## src/rtl/led_pkg.sv

```systemverilog
// Shared definitions for the LED matrix front-end and controller: mode codes,
// the key-gesture FSM state type and the mode decode helpers.
package led_pkg;

  typedef logic [2:0] mode_t;
  typedef logic [2:0] key_set_t;   // {key4, key3, key2}, 1 = pressed

  localparam mode_t MODE_OFF    = 3'd0;
  localparam mode_t MODE_SINGLE = 3'd1;
  localparam mode_t MODE_ROW    = 3'd2;
  localparam mode_t MODE_FLOW   = 3'd3;
  localparam mode_t MODE_BREATH = 3'd4;

  typedef enum logic [1:0] {
    IDLE     = 2'd0,
    COLLECT  = 2'd1,
    WAIT_REL = 2'd2
  } key_state_t;

  // Chord decode; MODE_OFF marks an illegal key combination.
  function automatic mode_t chord_mode(input key_set_t set);
    mode_t m;
    case (set)
      3'b001:  m = MODE_SINGLE;
      3'b010:  m = MODE_ROW;
      3'b100:  m = MODE_FLOW;
      3'b011:  m = MODE_BREATH;
      default: m = MODE_OFF;
    endcase
    return m;
  endfunction

  // Single-key decode with priority key2 > key3 > key4.
  function automatic mode_t priority_mode(input key_set_t set);
    mode_t m;
    if (set[0])      m = MODE_SINGLE;
    else if (set[1]) m = MODE_ROW;
    else if (set[2]) m = MODE_FLOW;
    else             m = MODE_OFF;
    return m;
  endfunction

endpackage

```

## src/rtl/key_debounce.sv

```systemverilog
// Synchroniser plus debounce counter for one active-low push-button.
// Ports: clk, rst_n (async active-low), key_n (raw, low = pressed),
//        level (debounced, 1 = pressed).
module key_debounce
  import led_pkg::*;
#(
  parameter int unsigned DEB_CYCLES = 1_000_000
) (
  input  logic clk,
  input  logic rst_n,
  input  logic key_n,
  output logic level
);

  localparam int unsigned CNT_W = (DEB_CYCLES > 2) ? $clog2(DEB_CYCLES) : 1;

  logic [1:0]       sync;
  logic [CNT_W-1:0] cnt;
  logic             pressed;

  assign pressed = ~sync[1];

  // Counter only runs while the synchronised level disagrees with the output.
  always_ff @(posedge clk or negedge rst_n) begin
    if (!rst_n) begin
      sync  <= 2'b11;
      cnt   <= '0;
      level <= 1'b0;
    end else begin
      sync <= {sync[0], key_n};
      if (pressed == level) begin
        cnt <= '0;
      end else if (cnt == CNT_W'(DEB_CYCLES - 1)) begin
        level <= ~level;
        cnt   <= '0;
      end else begin
        cnt <= cnt + CNT_W'(1);
      end
    end
  end

endmodule

```

## src/rtl/key_mode_decoder.sv

```systemverilog
// Turns three raw push-buttons into registered display-mode commands with a
// one-cycle valid strobe per accepted gesture.
// Optional feature macro KEY_CHORD_EN: when defined, presses within a
// CHORD_CYCLES window are grouped into a chord (key2+key3 = breathing);
// when undefined, each press decodes immediately with priority key2>key3>key4.
// Ports: clk, rst_n (async active-low), key2/key3/key4 (raw, low = pressed),
//        keys_db {key4,key3,key2} debounced (1 = pressed),
//        mode (last accepted mode code), mode_valid (one-cycle strobe).
module key_mode_decoder
  import led_pkg::*;
#(
  parameter int unsigned DEB_CYCLES   = 1_000_000,
  parameter int unsigned CHORD_CYCLES = 2_500_000
) (
  input  logic       clk,
  input  logic       rst_n,
  input  logic       key2,
  input  logic       key3,
  input  logic       key4,
  output logic [2:0] keys_db,
  output logic [2:0] mode,
  output logic       mode_valid
);

  if (DEB_CYCLES < 2 || CHORD_CYCLES < 1) begin : g_bad_params
    $error("key_mode_decoder: need DEB_CYCLES >= 2 and CHORD_CYCLES >= 1");
  end

  key_debounce #(.DEB_CYCLES(DEB_CYCLES)) u_deb_key2 (
    .clk(clk), .rst_n(rst_n), .key_n(key2), .level(keys_db[0]));
  key_debounce #(.DEB_CYCLES(DEB_CYCLES)) u_deb_key3 (
    .clk(clk), .rst_n(rst_n), .key_n(key3), .level(keys_db[1]));
  key_debounce #(.DEB_CYCLES(DEB_CYCLES)) u_deb_key4 (
    .clk(clk), .rst_n(rst_n), .key_n(key4), .level(keys_db[2]));

  key_state_t state, state_d;
  key_set_t   keys_db_q, press, dec_set;
  mode_t      mode_d, dec_mode;
  logic       valid_d, dec_en;

`ifdef KEY_CHORD_EN
  // The press cycle itself is window cycle 0, so COLLECT covers the rest.
  localparam int unsigned WIN_LAST = (CHORD_CYCLES > 1) ? CHORD_CYCLES - 2 : 0;
  localparam int unsigned WIN_W    = (CHORD_CYCLES > 2) ? $clog2(CHORD_CYCLES - 1) : 1;

  key_set_t          chord, chord_d;
  logic [WIN_W-1:0]  win, win_d;
`endif

  assign press = keys_db & ~keys_db_q;

  // Next-state and registered-output logic.
  always_comb begin
    state_d = state;
    mode_d  = mode;
    valid_d = 1'b0;
    dec_en  = 1'b0;
    dec_set = press;
`ifdef KEY_CHORD_EN
    chord_d = chord;
    win_d   = win;
`endif
    case (state)
      IDLE: begin
        if (|press) begin
`ifdef KEY_CHORD_EN
          if (CHORD_CYCLES == 1) begin
            dec_en = 1'b1;
          end else begin
            chord_d = press;
            win_d   = '0;
            state_d = COLLECT;
          end
`else
          dec_en = 1'b1;
`endif
        end
      end
`ifdef KEY_CHORD_EN
      COLLECT: begin
        chord_d = chord | press;
        win_d   = win + WIN_W'(1);
        dec_set = chord | press;
        if (win == WIN_W'(WIN_LAST)) dec_en = 1'b1;
      end
`endif
      WAIT_REL: begin
        if (keys_db == 3'b000) state_d = IDLE;
      end
      default: state_d = IDLE;
    endcase

`ifdef KEY_CHORD_EN
    dec_mode = chord_mode(dec_set);
`else
    dec_mode = priority_mode(dec_set);
`endif
    // Illegal chords decode to MODE_OFF: mode is held and no strobe issued.
    if (dec_en) begin
      state_d = WAIT_REL;
      if (dec_mode != MODE_OFF) begin
        mode_d  = dec_mode;
        valid_d = 1'b1;
      end
    end
  end

  always_ff @(posedge clk or negedge rst_n) begin
    if (!rst_n) begin
      state      <= IDLE;
      mode       <= MODE_OFF;
      mode_valid <= 1'b0;
      keys_db_q  <= '0;
`ifdef KEY_CHORD_EN
      chord      <= '0;
      win        <= '0;
`endif
    end else begin
      state      <= state_d;
      mode       <= mode_d;
      mode_valid <= valid_d;
      keys_db_q  <= keys_db;
`ifdef KEY_CHORD_EN
      chord      <= chord_d;
      win        <= win_d;
`endif
    end
  end

endmodule

```

## config.mk

```make
export PLATFORM = sky130hd
export DESIGN_NAME = key_mode_decoder
export DESIGN_NICKNAME = d
export VERILOG_FILES = /design/src/rtl/led_pkg.sv /design/src/rtl/key_debounce.sv /design/src/rtl/key_mode_decoder.sv
export SDC_FILE = /design/constraint.sdc
export NUM_CORES = 1
export LEC_CHECK = 0
export CAP_MARGIN = 25
export CELL_PAD_IN_SITES_DETAIL_PLACEMENT = 0
export CELL_PAD_IN_SITES_GLOBAL_PLACEMENT = 1
export CORE_MARGIN = 2
export CORE_UTILIZATION = 25
export CTS_BUF_LIST = sky130_fd_sc_hd__clkbuf_16
export CTS_CLUSTER_DIAMETER = 50
export DETAILED_ROUTE_END_ITERATION = 16
export DONT_BUFFER_PORTS = 1
export PLACE_DENSITY_LB_ADDON = 0.25
export SYNTH_ARGS = -nofsm -noshare
export SYNTH_HDL_FRONTEND = slang
export SYNTH_SLANG_ARGS = --single-unit
export TNS_END_PERCENT = 100
```

## constraint.sdc

```tcl
create_clock -name clk -period 3 [get_ports clk]
set_input_delay 0.3 -clock clk [delete_from_list [all_inputs] [get_ports clk]]
set_output_delay 0.3 -clock clk [all_outputs]
set_load 0.02 [all_outputs]
```

; Yosys cells after proc, flatten, opt, wreduce, memory -nomap -nowiden
; Index checks and enable logic that the tools add are counted.
[totals]
word_cells = 61
reg_bits = 78
output_inout_bits = 7
input_bits = 5
[op_classes]
muxes = 16
n_addsub = 3
eq_ne = 9
bitwise = 11
n_reduce_logical = 9
[op_table]
columns = op, count
row1 = 2-to-1 mux 20 bit, 6
row2 = adder 20 x 1 -> 20 bit (second input constant), 3
row3 = == test 20 bit (second input constant), 3
row4 = 2-to-1 mux 2 bit, 5
row5 = AND reduction 2 bit, 5
row6 = inverter 1 bit, 9
row7 = 2-to-1 mux 1 bit, 4
row8 = one-hot mux 2 bit (2 select lines), 1
row9 = bitwise AND 3 bit, 1
row10 = == test 1 bit, 3
row11 = zero test 3 bit, 1
row12 = inequality test 3 bit (second input constant), 1
row13 = inverter 3 bit, 1
row14 = nonzero test 3 bit, 1
row15 = OR reduction 3 bit, 1
row16 = == test 2 bit (second input constant), 1
row17 = zero test 2 bit, 1
row18 = inequality test 2 bit (second input constant), 1

; Longest topological paths before layout
; Gate-level depths: netlist of the first run.
[depth]
word_depth = 8
ltp_mapped = 6
depth_no_buf = 5

; By module
; A second synthesis of the first run with hierarchy kept.
[hier_totals]
hier_cells = 350
area_unflattened_um2 = 3582.2
[by_module_without_submodules]
columns = mod, cells_each, n_inst, area_per_inst_um2, seq_area_each_um2
row1 = key_debounce, 109, 3, 1103.6, 578.1
row2 = key_mode_decoder, 23, 1, 271.5, 175.2

; Least setup slack after synthesis of the first run
; No wires, ideal clock.
[synth_path]
kind = reg2reg
from = reg u_deb_key2.cnt[4]
to = reg u_deb_key2.cnt[17]
path_slack_ns = 1.095
stages_incl_launch_ff = 6
setup_time_ns = 0.073
arrival_ns = 1.832
required_time_ns = 2.927
path_cell_list = dfrtp_1 > nand4_2 > or4b_1 > buf_2 > or4b_4 > a21oi_2
[synth_between]
elab_chain_len = 3
elab_cells_between_ends = 4
[synth_lines]
columns = element, line
row1 = "start, declared", key_debounce.sv:18  ; logic [CNT_W-1:0] cnt;
row2 = "start signal, assigned", key_debounce.sv:37  ; cnt <= cnt + CNT_W'(1);
row3 = adder 20 x 1 -> 20 bit / == test 20 bit (equally long branches), "key_debounce.sv:37, key_debounce.sv:33"
row4 = 2-to-1 mux 20 bit *, key_debounce.sv:33  ; end else if (cnt == CNT_W'(DEB_CYCLES - 1)) begin
row5 = 2-to-1 mux 20 bit *, key_debounce.sv:31  ; if (pressed == level) begin
; Mark *: on every way between the ends. The rest lies on a longest branch, timed or not.
; A chain may end at the register's enable or synchronous reset.

; Worst setup path after layout of the first run
[layout_path]
from = reg u_deb_key3.cnt[16]
to = reg u_deb_key3.cnt[17]
[layout_between]
elab_chain_len = 3
elab_cells_between_ends = 4
[layout_lines]
columns = element, line
row1 = "start, declared", key_debounce.sv:18
row2 = "start signal, assigned", key_debounce.sv:37
row3 = adder 20 x 1 -> 20 bit / == test 20 bit (equally long branches), "key_debounce.sv:37, key_debounce.sv:33"
row4 = 2-to-1 mux 20 bit *, key_debounce.sv:33
row5 = 2-to-1 mux 20 bit *, key_debounce.sv:31
; Marked as above.

==> run_results.csv, run 1 <==
group,metric,value,unit
pwr,ir_drop,0.000300,V
clock_tree,htree_levels,3,
placed_design,portBuffers,0,
timing,slew_violations,0,
timing,clock_skew,0.00797,ns
worst_setup_path,rr_worst_depth,5,
detailed_routing,wl_per_cell,12.6,µm
hold_path,hp-start,"u_deb_key4.sync[0]",
synthesis,synth-main-ff-cell,"dfrtp_1",
timing,holdWs,0.357,ns
detailed_routing,wl,6850,µm
detailed_routing,vias,2492,
timing,rsz0062_at_grt,"no",
floorplan,start_util,25.7,%
synthesis,ys_top_cells_by_area,"dfrtp_1 (49%), xnor2_1 (7.4%), nor2_1 (5.4%)",
detailed_routing,highest_layer,"met4",
synthesis,yosysTopAreaCell,"dfrtp_1",
clock_tree,clk_pin_slew_worst_paths,0.06,ns
floorplan,ioPinCount,12,
clock_tree,clockBufferDepth,2,
detailed_routing,viasPerCell,4.57,
placed_design,place.gp.congestion,0.722,
clock_tree,cts_root_buf,"clkbuf_16",
cells_and_area,fill_cells,1440,
synthesis,async_flop_share,100,%
worst_setup_path,start_kind,"flop",
synthesis,syn_inst,352,
floorplan,core,13900,µm²
placed_design,hpwl,4460,µm
worst_setup_path,worstPathMaxFanout,12,
worst_setup_path,end_kind,"flop",
synthesis,yosysMostFrequentCell,"dfrtp_1",
synthesis,netlist_area,3570,µm²
cells_and_area,multiInputGateArea,1550,µm²
detailed_routing,dr.pass1.iters,4,
floorplan,fp.dieW,123,µm
placed_design,place_ws,0.646,ns
timing,max_freq,428,MHz
cells_and_area,n_antenna_cell,0,
floorplan,design.die.area,15200,µm²
pwr,p_leak,1.60,nW
pwr,clkPwrFrac,50.8,%
synthesis,postSynthAreaPerCell,10.1,µm²
hold_path,hold_end,"u_deb_key4.sync[1]",
pwr,powerDensity,550,nW/µm²
pwr,power_frac_seq,46.2,%
detailed_routing,wl_met3,272,µm
detailed_routing,drt-initial-drc-count,135,
timing,tns,0,ns
detailed_routing,drcViolationCount,0,
run_status,status,"completed",
hold_path,whs_path_depth,0,
pwr,p_comb_share,3.0,%
timing,worst_slack,0.665,ns
pwr,switching_share,21.6,%
clock_tree,cts_resized,0,
floorplan,row_count,43,
detailed_routing,wl_met1,3440,µm
timing,final-hold-violation-count,0,
floorplan,die_h,123,µm
pwr,switchingPower,0.494,mW
worst_setup_path,cp.required,3.22,ns
cells_and_area,drive_above_1_share,10.1,%
cells_and_area,syn2layout_area_growth,16.4,%
synthesis,synth_fp_nets,360,
global_routing,grtUsageTotal,10.4,%
synthesis,synth-edff-count,0,
worst_setup_path,r2r_start,"u_deb_key3.cnt[16]",
synthesis,yosys.area.top_type_share,49.1,%
cells_and_area,final_nets,368,
pwr,p_int,1.79,mW
detailed_routing,wl_met2,3000,µm
clock_tree,clk_latency,0.35,ns
global_routing,grt-ovfl-total,0,
timing,finalCriticalPeriod,2.33,ns
timing,slew_headroom,52.6,%
worst_setup_path,cp.arrival,2.56,ns
worst_setup_path,regToRegEndpoint,"u_deb_key3.cnt[17]",
detailed_routing,postRouteAntennaNets,0,
clock_tree,clkSinkCount,76,
global_routing,grt_pass1_wl,12100,µm
job,maxCapViolCount,0,
global_routing,antenna_found_initial,0,
clock_tree,cts_buffers,9,
hold_path,hold_path.class,"flop to flop",
synthesis,synth-seq-cells,76,
worst_setup_path,r2r_slack,0.67,ns
synthesis,ys_seq_area_share,53.5,%
synthesis,synth_cell_types,40,
timing,max_slew.worst_pin.slew,0.707,ns
worst_setup_path,critPathKind,"flop to flop",
cells_and_area,register_area,1910,µm²
global_routing,grt_max_degree,77,
synthesis,yosysWarnings,0,
timing,setup_viol,0,
synthesis,yosys-top-cells-count,"dfrtp_1 (70), nor2_1 (51), xnor2_1 (30)",
clock_tree,cts_tree,"yes",
global_routing,grt_pass1_vias,2461,
timing,fin_crit_sh,77.8,%
cells by family (layout without fill, tap and decap cells):
kind of cell | after synthesis | count (layout) | share of synthesized area (%)
buffers and inverters | 26 | 39 | 3.40
multiplexers | 1 | 1 | 0.281
AO/OA/AOI/OAI | 39 | 39 | 6.88
AND/OR/NAND/NOR | 163 | 163 | 24.2
other | 1 | 1 | 0.105
adder cells (fa/ha/maj) | 3 | 3 | 1.05
XOR/XNOR | 43 | 43 | 10.6
flip-flops | 76 | 76 | 53.5
worst max-delay path, stage by stage, from the launching register on:
cell     delay, ns
dfrtp_1       0.41
nand3_1       0.13
or4b_2        0.71
o31ai_2       0.58
buf_4         0.32
a21oi_1       0.07
layout make-up:
cell class                 instances  share of cell area (%)
clock inverter                     7                    2.20
timing repair buffer               9                    2.35
inverter                          14                    1.27
multi-input combinational        250                    37.3
tap                              180                    5.42
sequential                        76                    46.0
clock buffer                       9                    5.42
power groups by stage:
| stage | registers [mW] | clock network (mW) | logic, mW |
|---|---|---|---|
| after detailed placement | 1.07 | 0 | 0.0411 |
| after CTS | 1.06 | 1.20 | 0.0715 |
| final | 1.06 | 1.16 | 0.0682 |
| after global routing | 1.06 | 1.25 | 0.0799 |
| after global placement | 1.07 | 0 | 0.0412 |
| after floorplan | 1.07 | 0 | 0.0323 |
placed cells by master, fill, tap and decap left out, drive strengths merged, types with 13 or more instances in the layout:
cell,count
nand2,20
dfrtp,70
nor2,51
nand4,17
nor4,13
xor2,13
a21oi,14
inv,16
xnor2,30
nand3,17
flip-flops by register name, summed over array words and instances (netlist names):
signal            flops
u_deb_key2.sync       2
u_deb_key4.level      1
u_deb_key2.cnt       20
keys_db_q             3
u_deb_key2.level      1
u_deb_key4.cnt       20
mode                  2
mode_valid            1
u_deb_key3.level      1
u_deb_key4.sync       2
u_deb_key3.cnt       20
state                 1
u_deb_key3.sync       2
stage by stage:
stage | util (%) | total power [mW] | area (µm²) | instances
after global placement | 27.1 | 1.12 | 3770 | 524
after CTS | 29.9 | 2.33 | 4150 | 545
final | 29.9 | 2.28 | 4150 | 545
after global routing | 29.9 | 2.38 | 4150 | 545
after floorplan | - | 1.10 | 3570 | 352
after detailed placement | 27.1 | 1.12 | 3770 | 524
how the worst max path moves through the flow:
| stage | from | endpoint |
|---|---|---|
| floorplan | u_deb_key2.cnt[4] | u_deb_key2.cnt[17] |
| CTS | u_deb_key3.cnt[16] | u_deb_key3.cnt[8] |
| detailed placement | u_deb_key3.cnt[16] | u_deb_key3.cnt[17] |
| finish | u_deb_key3.cnt[16] | u_deb_key3.cnt[17] |
| global placement | u_deb_key3.cnt[16] | u_deb_key3.cnt[8] |
| global route | u_deb_key3.cnt[16] | u_deb_key3.cnt[8] |
timing repair:
| action | in CTS | in global routing |
|---|---|---|
| hold buffers | 5 | 0 |
| setup buffers | 0 | 0 |
| endpoints found under the hold margin | 79 | 0 |
layer usage:
metal | vias up | global-route usage, %
met5 | - | 0
met4 | 0 | 4.26
met3 | 9 | 3.92
met2 | 30 | 15.6
met1 | 1204 | 13.4
li1 | 1249 | -
Power figures use the tool's default switching activity.
==> run 2: changes to the inputs <==
clock period = 2.2 ns   (was 3 ns; I/O delays follow)
==> run 2 against run 1 <==
Compared with the run above: clock-buffer cell count did not move; worst hold slack lost 0.0020 ns; die area stayed put; sequential share of layout area is 0.87 points lower; global-route usage up 0.087 points; clock skew decreased by 0.0037 ns; non-clock buffer count up 10; first-iteration DRC count down 26%; utilization increased by 0.58 points; clock power grew 34%; combinational power rose by 42%.
==> run_results.csv, run 2 (same netlist as run 1, synthesis figures left out) <==
group,metric,value,unit
clock_tree,clkSinkCount,76,
pwr,ir_drop,0.000374,V
worst_setup_path,start_kind,"flop",
pwr,power_frac_seq,46.7,%
detailed_routing,wl_per_cell,12.6,µm
worst_setup_path,r2r_slack,0.25,ns
worst_setup_path,crit_end,"u_deb_key2.cnt[13]",
hold_path,hold_path.class,"flop to flop",
cells_and_area,reg_top3,"u_deb_key2.cnt: 20 flops, u_deb_key3.cnt: 20 flops, u_deb_key4.cnt: 20 flops",
timing,slew_violations,0,
floorplan,design.die.area,15200,µm²
detailed_routing,drt-initial-drc-count,100,
worst_setup_path,end_kind,"flop",
worst_setup_path,critPathKind,"flop to flop",
detailed_routing,viasPerCell,4.53,
timing,fin_crit_sh,88.7,%
pwr,p_leak,1.66,nW
global_routing,grt_max_degree,77,
cells_and_area,final_cell_mix,"dfrtp_1 (70), nor2_1 (51), xnor2_1 (30)",
timing,max_freq,512,MHz
cells_and_area,drive_above_1_share,12.3,%
floorplan,ioPinCount,12,
cells_and_area,fill_cells,1431,
detailed_routing,vias,2513,
clock_tree,clk_pin_slew_worst_paths,0.06,ns
pwr,clkPwrFrac,50.2,%
placed_design,portBuffers,0,
timing,tns,0,ns
global_routing,grt_pass1_vias,2558,
job,maxCapViolCount,0,
floorplan,die_h,123,µm
placed_design,placed_cell_area,3850,µm²
pwr,switchingPower,0.650,mW
detailed_routing,drcViolationCount,0,
detailed_routing,dr.pass1.iters,4,
global_routing,grt_pass1_wl,12200,µm
placed_design,dpl.cell_count,534,
detailed_routing,postRouteAntennaNets,0,
clock_tree,clk_latency,0.34,ns
floorplan,core,13900,µm²
cells_and_area,syn2layout_area_growth,18.7,%
timing,setup_viol,0,
pwr,fin_total_pwr,3.08,mW
timing,finalCriticalPeriod,1.95,ns
clock_tree,cts_buffers,9,
timing,clock_skew,0.00429,ns
worst_setup_path,crit_start,"u_deb_key2.cnt[4]",
clock_tree,htree_levels,3,
cells_and_area,final_nets,378,
worst_setup_path,rr_worst_depth,5,
cells_and_area,final_area,4230,µm²
global_routing,grtUsageTotal,10.5,%
run_status,status,"completed",
global_routing,grt-ovfl-total,0,
floorplan,start_util,25.7,%
placed_design,hpwl,4680,µm
worst_setup_path,worstPathMaxFanout,7,
pwr,switching_share,21.1,%
clock_tree,cts_tree,"yes",
worst_setup_path,regToRegEndpoint,"u_deb_key2.cnt[13]",
timing,final-hold-violation-count,0,
worst_setup_path,cp.required,2.47,ns
timing,rsz0062_at_grt,"no",
placed_design,place.gp.congestion,0.747,
timing,worst_slack,0.249,ns
clock_tree,cts_root_buf,"clkbuf_16",
floorplan,fp.dieW,123,µm
placed_design,place_ws,0.260,ns
global_routing,antenna_found_initial,0,
cells_and_area,multiInputGateArea,1550,µm²
cells_and_area,layout_commonest_cell,"dfrtp_1",
floorplan,row_count,43,
pwr,p_int,2.43,mW
clock_tree,clockBufferDepth,2,
clock_tree,cts_resized,0,
worst_setup_path,cp.arrival,2.22,ns
worst_setup_path,r2r_start,"u_deb_key2.cnt[4]",
detailed_routing,wl,6980,µm
pwr,powerDensity,729,nW/µm²
cells_and_area,finalNonFillerCells,555,
pwr,p_comb_share,3.1,%
cells_and_area,register_area,1910,µm²
cells_and_area,n_antenna_cell,0,
==> run 2: cell count changes in the layout (fill, tap and decap cells not counted), sizes merged <==
cell,before,now
buf,5,15
clkinv,1,3
clkinvlp,2,1
inv,16,15
==> run 2: metal layers <==
layer	global-route usage [%]	vias up	share of wire (%)
met3	4.29	8	3.9
met4	3.91	0	1.6
met1	13.0	1203	51
met5	0	-	0
li1	-	1276	-
met2	16.2	26	44
==> run 2: timing repair <==
action                                 in CTS  in global routing
hold buffers                                5                  0
endpoints found under the hold margin      79                  0
setup buffers                               0                  0
==> run 2: critical path: stages (launching register included) <==
cell	delay, ns
dfrtp_1	0.44
nand4_2	0.18
or4b_1	0.60
buf_4	0.19
or3_1	0.31
a21oi_1	0.15
==> run 2: power groups by stage <==
stage,Combinational [mW],Clock [mW],Sequential (mW)
floorplan,0.0441,0,1.46
global placement,0.0600,0,1.47
detailed placement,0.0601,0,1.47
CTS,0.102,1.61,1.44
global route,0.114,1.67,1.44
finish,0.0966,1.55,1.44
==> run 2: worst min-delay path by stage <==
stage	start	end	slack, ns	cells after the start
finish	u_deb_key4.sync[0]	u_deb_key4.sync[1]	0.35	0
global route	u_deb_key4.sync[0]	u_deb_key4.sync[1]	0.36	0
CTS	u_deb_key4.sync[0]	u_deb_key4.sync[1]	0.36	0
detailed placement	rst_n	u_deb_key2.cnt[15]	-0.07	0
global placement	rst_n	u_deb_key2.cnt[15]	-0.07	0
floorplan	rst_n	keys_db_q[0]	-0.08	0
==> run 2: area by class of cell <==
| class | count | area share [%] |
|---|---|---|
| Clock buffer | 9 | 5.32 |
| Clock inverter | 7 | 1.98 |
| Inverter | 14 | 1.24 |
| Multi-Input combinational cell | 250 | 36.6 |
| Sequential cell | 76 | 45.1 |
| Tap cell | 180 | 5.32 |
| Timing Repair Buffer | 19 | 4.38 |
==> run 2: per-stage QoR <==
stage                     hold slack, ns  util, %
after floorplan                  -0.0756        -
after global placement           -0.0724     27.8
after detailed placement         -0.0719     27.8
after CTS                          0.356     30.5
after global routing               0.363     30.5
final                              0.355     30.5
==> run 3: changes to the inputs <==
CORE_ASPECT_RATIO = 1.25   (was default)
==> run 3 against run 2 <==
Compared with the run above: worst hold slack improved by 0.00096 ns; largest cell class unchanged; clock skew up 0.0051 ns; first-iteration DRC count is 45% higher; maximum frequency down 3.9%; cell count fell by 1.4%.
==> run_results.csv, run 3 (same netlist as run 1, synthesis figures left out) <==
group,metric,value,unit
run_status,status,"completed",
timing,max_freq,492,MHz
detailed_routing,wl,7160,µm
placed_design,placed_cell_area,3830,µm²
timing,clock_skew,0.00943,ns
detailed_routing,wl_per_cell,13.1,µm
global_routing,grt_pass1_wl,12500,µm
worst_setup_path,cp.required,2.46,ns
detailed_routing,drcViolationCount,0,
worst_setup_path,cp.arrival,2.29,ns
clock_tree,clk_pin_slew_worst_paths,0.06,ns
timing,rsz0062_at_grt,"no",
clock_tree,clockBufferDepth,2,
clock_tree,htree_levels,3,
cells_and_area,layout_commonest_cell,"dfrtp_1",
clock_tree,cts_buffers,9,
cells_and_area,final_cell_mix,"dfrtp_1 (70), nor2_1 (51), xnor2_1 (30)",
detailed_routing,postRouteAntennaNets,0,
worst_setup_path,worstPathMaxFanout,9,
timing,setup_viol,0,
floorplan,die_h,138,µm
cells_and_area,syn2layout_area_growth,18.5,%
placed_design,portBuffers,0,
worst_setup_path,critPathTopFamily,"simple AND/OR/NAND/NOR gates",
pwr,powerDensity,757,nW/µm²
floorplan,design.die.area,15200,µm²
cells_and_area,drive_above_1_share,11.8,%
placed_design,place.gp.congestion,0.738,
pwr,p_leak,1.66,nW
placed_design,hpwl,4620,µm
cells_and_area,n_antenna_cell,0,
global_routing,antenna_found_initial,0,
floorplan,row_count,48,
clock_tree,clk_latency,0.34,ns
floorplan,ioPinCount,12,
clock_tree,clkSinkCount,76,
global_routing,grt-ovfl-total,0,
global_routing,grt_max_degree,77,
global_routing,grtUsageTotal,10.2,%
timing,final-hold-violation-count,0,
cells_and_area,final_nets,375,
floorplan,core,13900,µm²
worst_setup_path,critPathKind,"flop to flop",
job,maxCapViolCount,0,
pwr,ir_drop,0.000453,V
detailed_routing,vias,2563,
timing,finalCriticalPeriod,2.03,ns
worst_setup_path,crit_path_cell_trace,"and4_1 > or4b_1 > or4b_4 > a21oi_2",
pwr,fin_total_pwr,3.20,mW
clock_tree,cts_root_buf,"clkbuf_16",
clock_tree,postCtsSetupRepairBufs,0,
timing,slew_violations,0,
detailed_routing,drt-initial-drc-count,145,
worst_setup_path,critPathBufInv,0,
cells_and_area,final_area,4230,µm²
worst_setup_path,cpPeakStageDelay,0.61,ns
cells_and_area,reg_top3,"u_deb_key2.cnt: 20 flops, u_deb_key3.cnt: 20 flops, u_deb_key4.cnt: 20 flops",
detailed_routing,viasPerCell,4.69,
global_routing,grt_pass1_vias,2687,
floorplan,fp.dieW,111,µm
timing,fin_crit_sh,92.3,%
floorplan,start_util,25.7,%
worst_setup_path,start_kind,"flop",
hold_path,hold_path.class,"flop to flop",
worst_setup_path,end_kind,"flop",
clock_tree,cts_tree,"yes",
worst_setup_path,critPathSlowestCell,"or4b_1",
timing,tns,0,ns
detailed_routing,dr.pass1.iters,4,
[run 3: changes by cell type in the layout (fill, tap and decap cells not counted)]
cell | before | now
buf_4 | 13 | 10
bufinv_16 | 2 | 3
clkinv_1 | 2 | 1
clkinv_2 | 1 | 2
clkinvlp_4 | 1 | 0
[run 3: worst paths after layout]
check	slack (ns)	cells after the start	to	from
worst max-delay path	0.17	4	u_deb_key2.cnt[17]	u_deb_key2.cnt[2]
worst min-delay path	0.36	0	u_deb_key4.sync[1]	u_deb_key4.sync[0]
worst max register to register	0.17	4	u_deb_key2.cnt[17]	u_deb_key2.cnt[2]
worst min register to register	0.36	0	u_deb_key4.sync[1]	u_deb_key4.sync[0]
max in group asynchronous	1.40	2	u_deb_key3.sync[0]	rst_n
min in group asynchronous	0.46	2	u_deb_key2.cnt[14]	rst_n
[run 3: metrics by stage]
| stage | util (%) | cells | hold slack, ns | setup WS (ns) |
|---|---|---|---|---|
| floorplan | - | 352 | -0.0756 | 0.295 |
| CTS | 30.5 | 547 | 0.357 | 0.150 |
| global placement | 27.6 | 526 | -0.0739 | 0.210 |
| finish | 30.5 | 547 | 0.356 | 0.169 |
| global route | 30.5 | 547 | 0.365 | 0.0606 |
| detailed placement | 27.6 | 526 | -0.0741 | 0.160 |
[run 3: metal layers]
layer  share of wire (%)  global-route usage, %
met4                 2.2                   6.04
met3                 2.4                   1.76
met2                  49                   18.0
met1                  46                   11.7
met5                   0                      0
[run 3: layout make-up]
type,count,area [µm²]
fill,1424,9650
clock buffer,9,225
clock inverter,7,108
tap,175,219
inverter,14,52.6
multi-input combinational,250,1550
timing repair buffer,16,163
sequential,76,1910
[run 3: what timing repair did]
action / 4_1_cts / 5_1_grt
hold buffers: 5 / 0
resized for setup: 0 / 0
hold endpoints to repair: 79 / 0
[run 3: where the power goes]
part / leakage, nW / internal [mW] / switching [mW]
clock: 0.168 / 1.10 / 0.567
combinational: 0.455 / 0.0323 / 0.0627
sequential: 1.03 / 1.42 / 0.0190
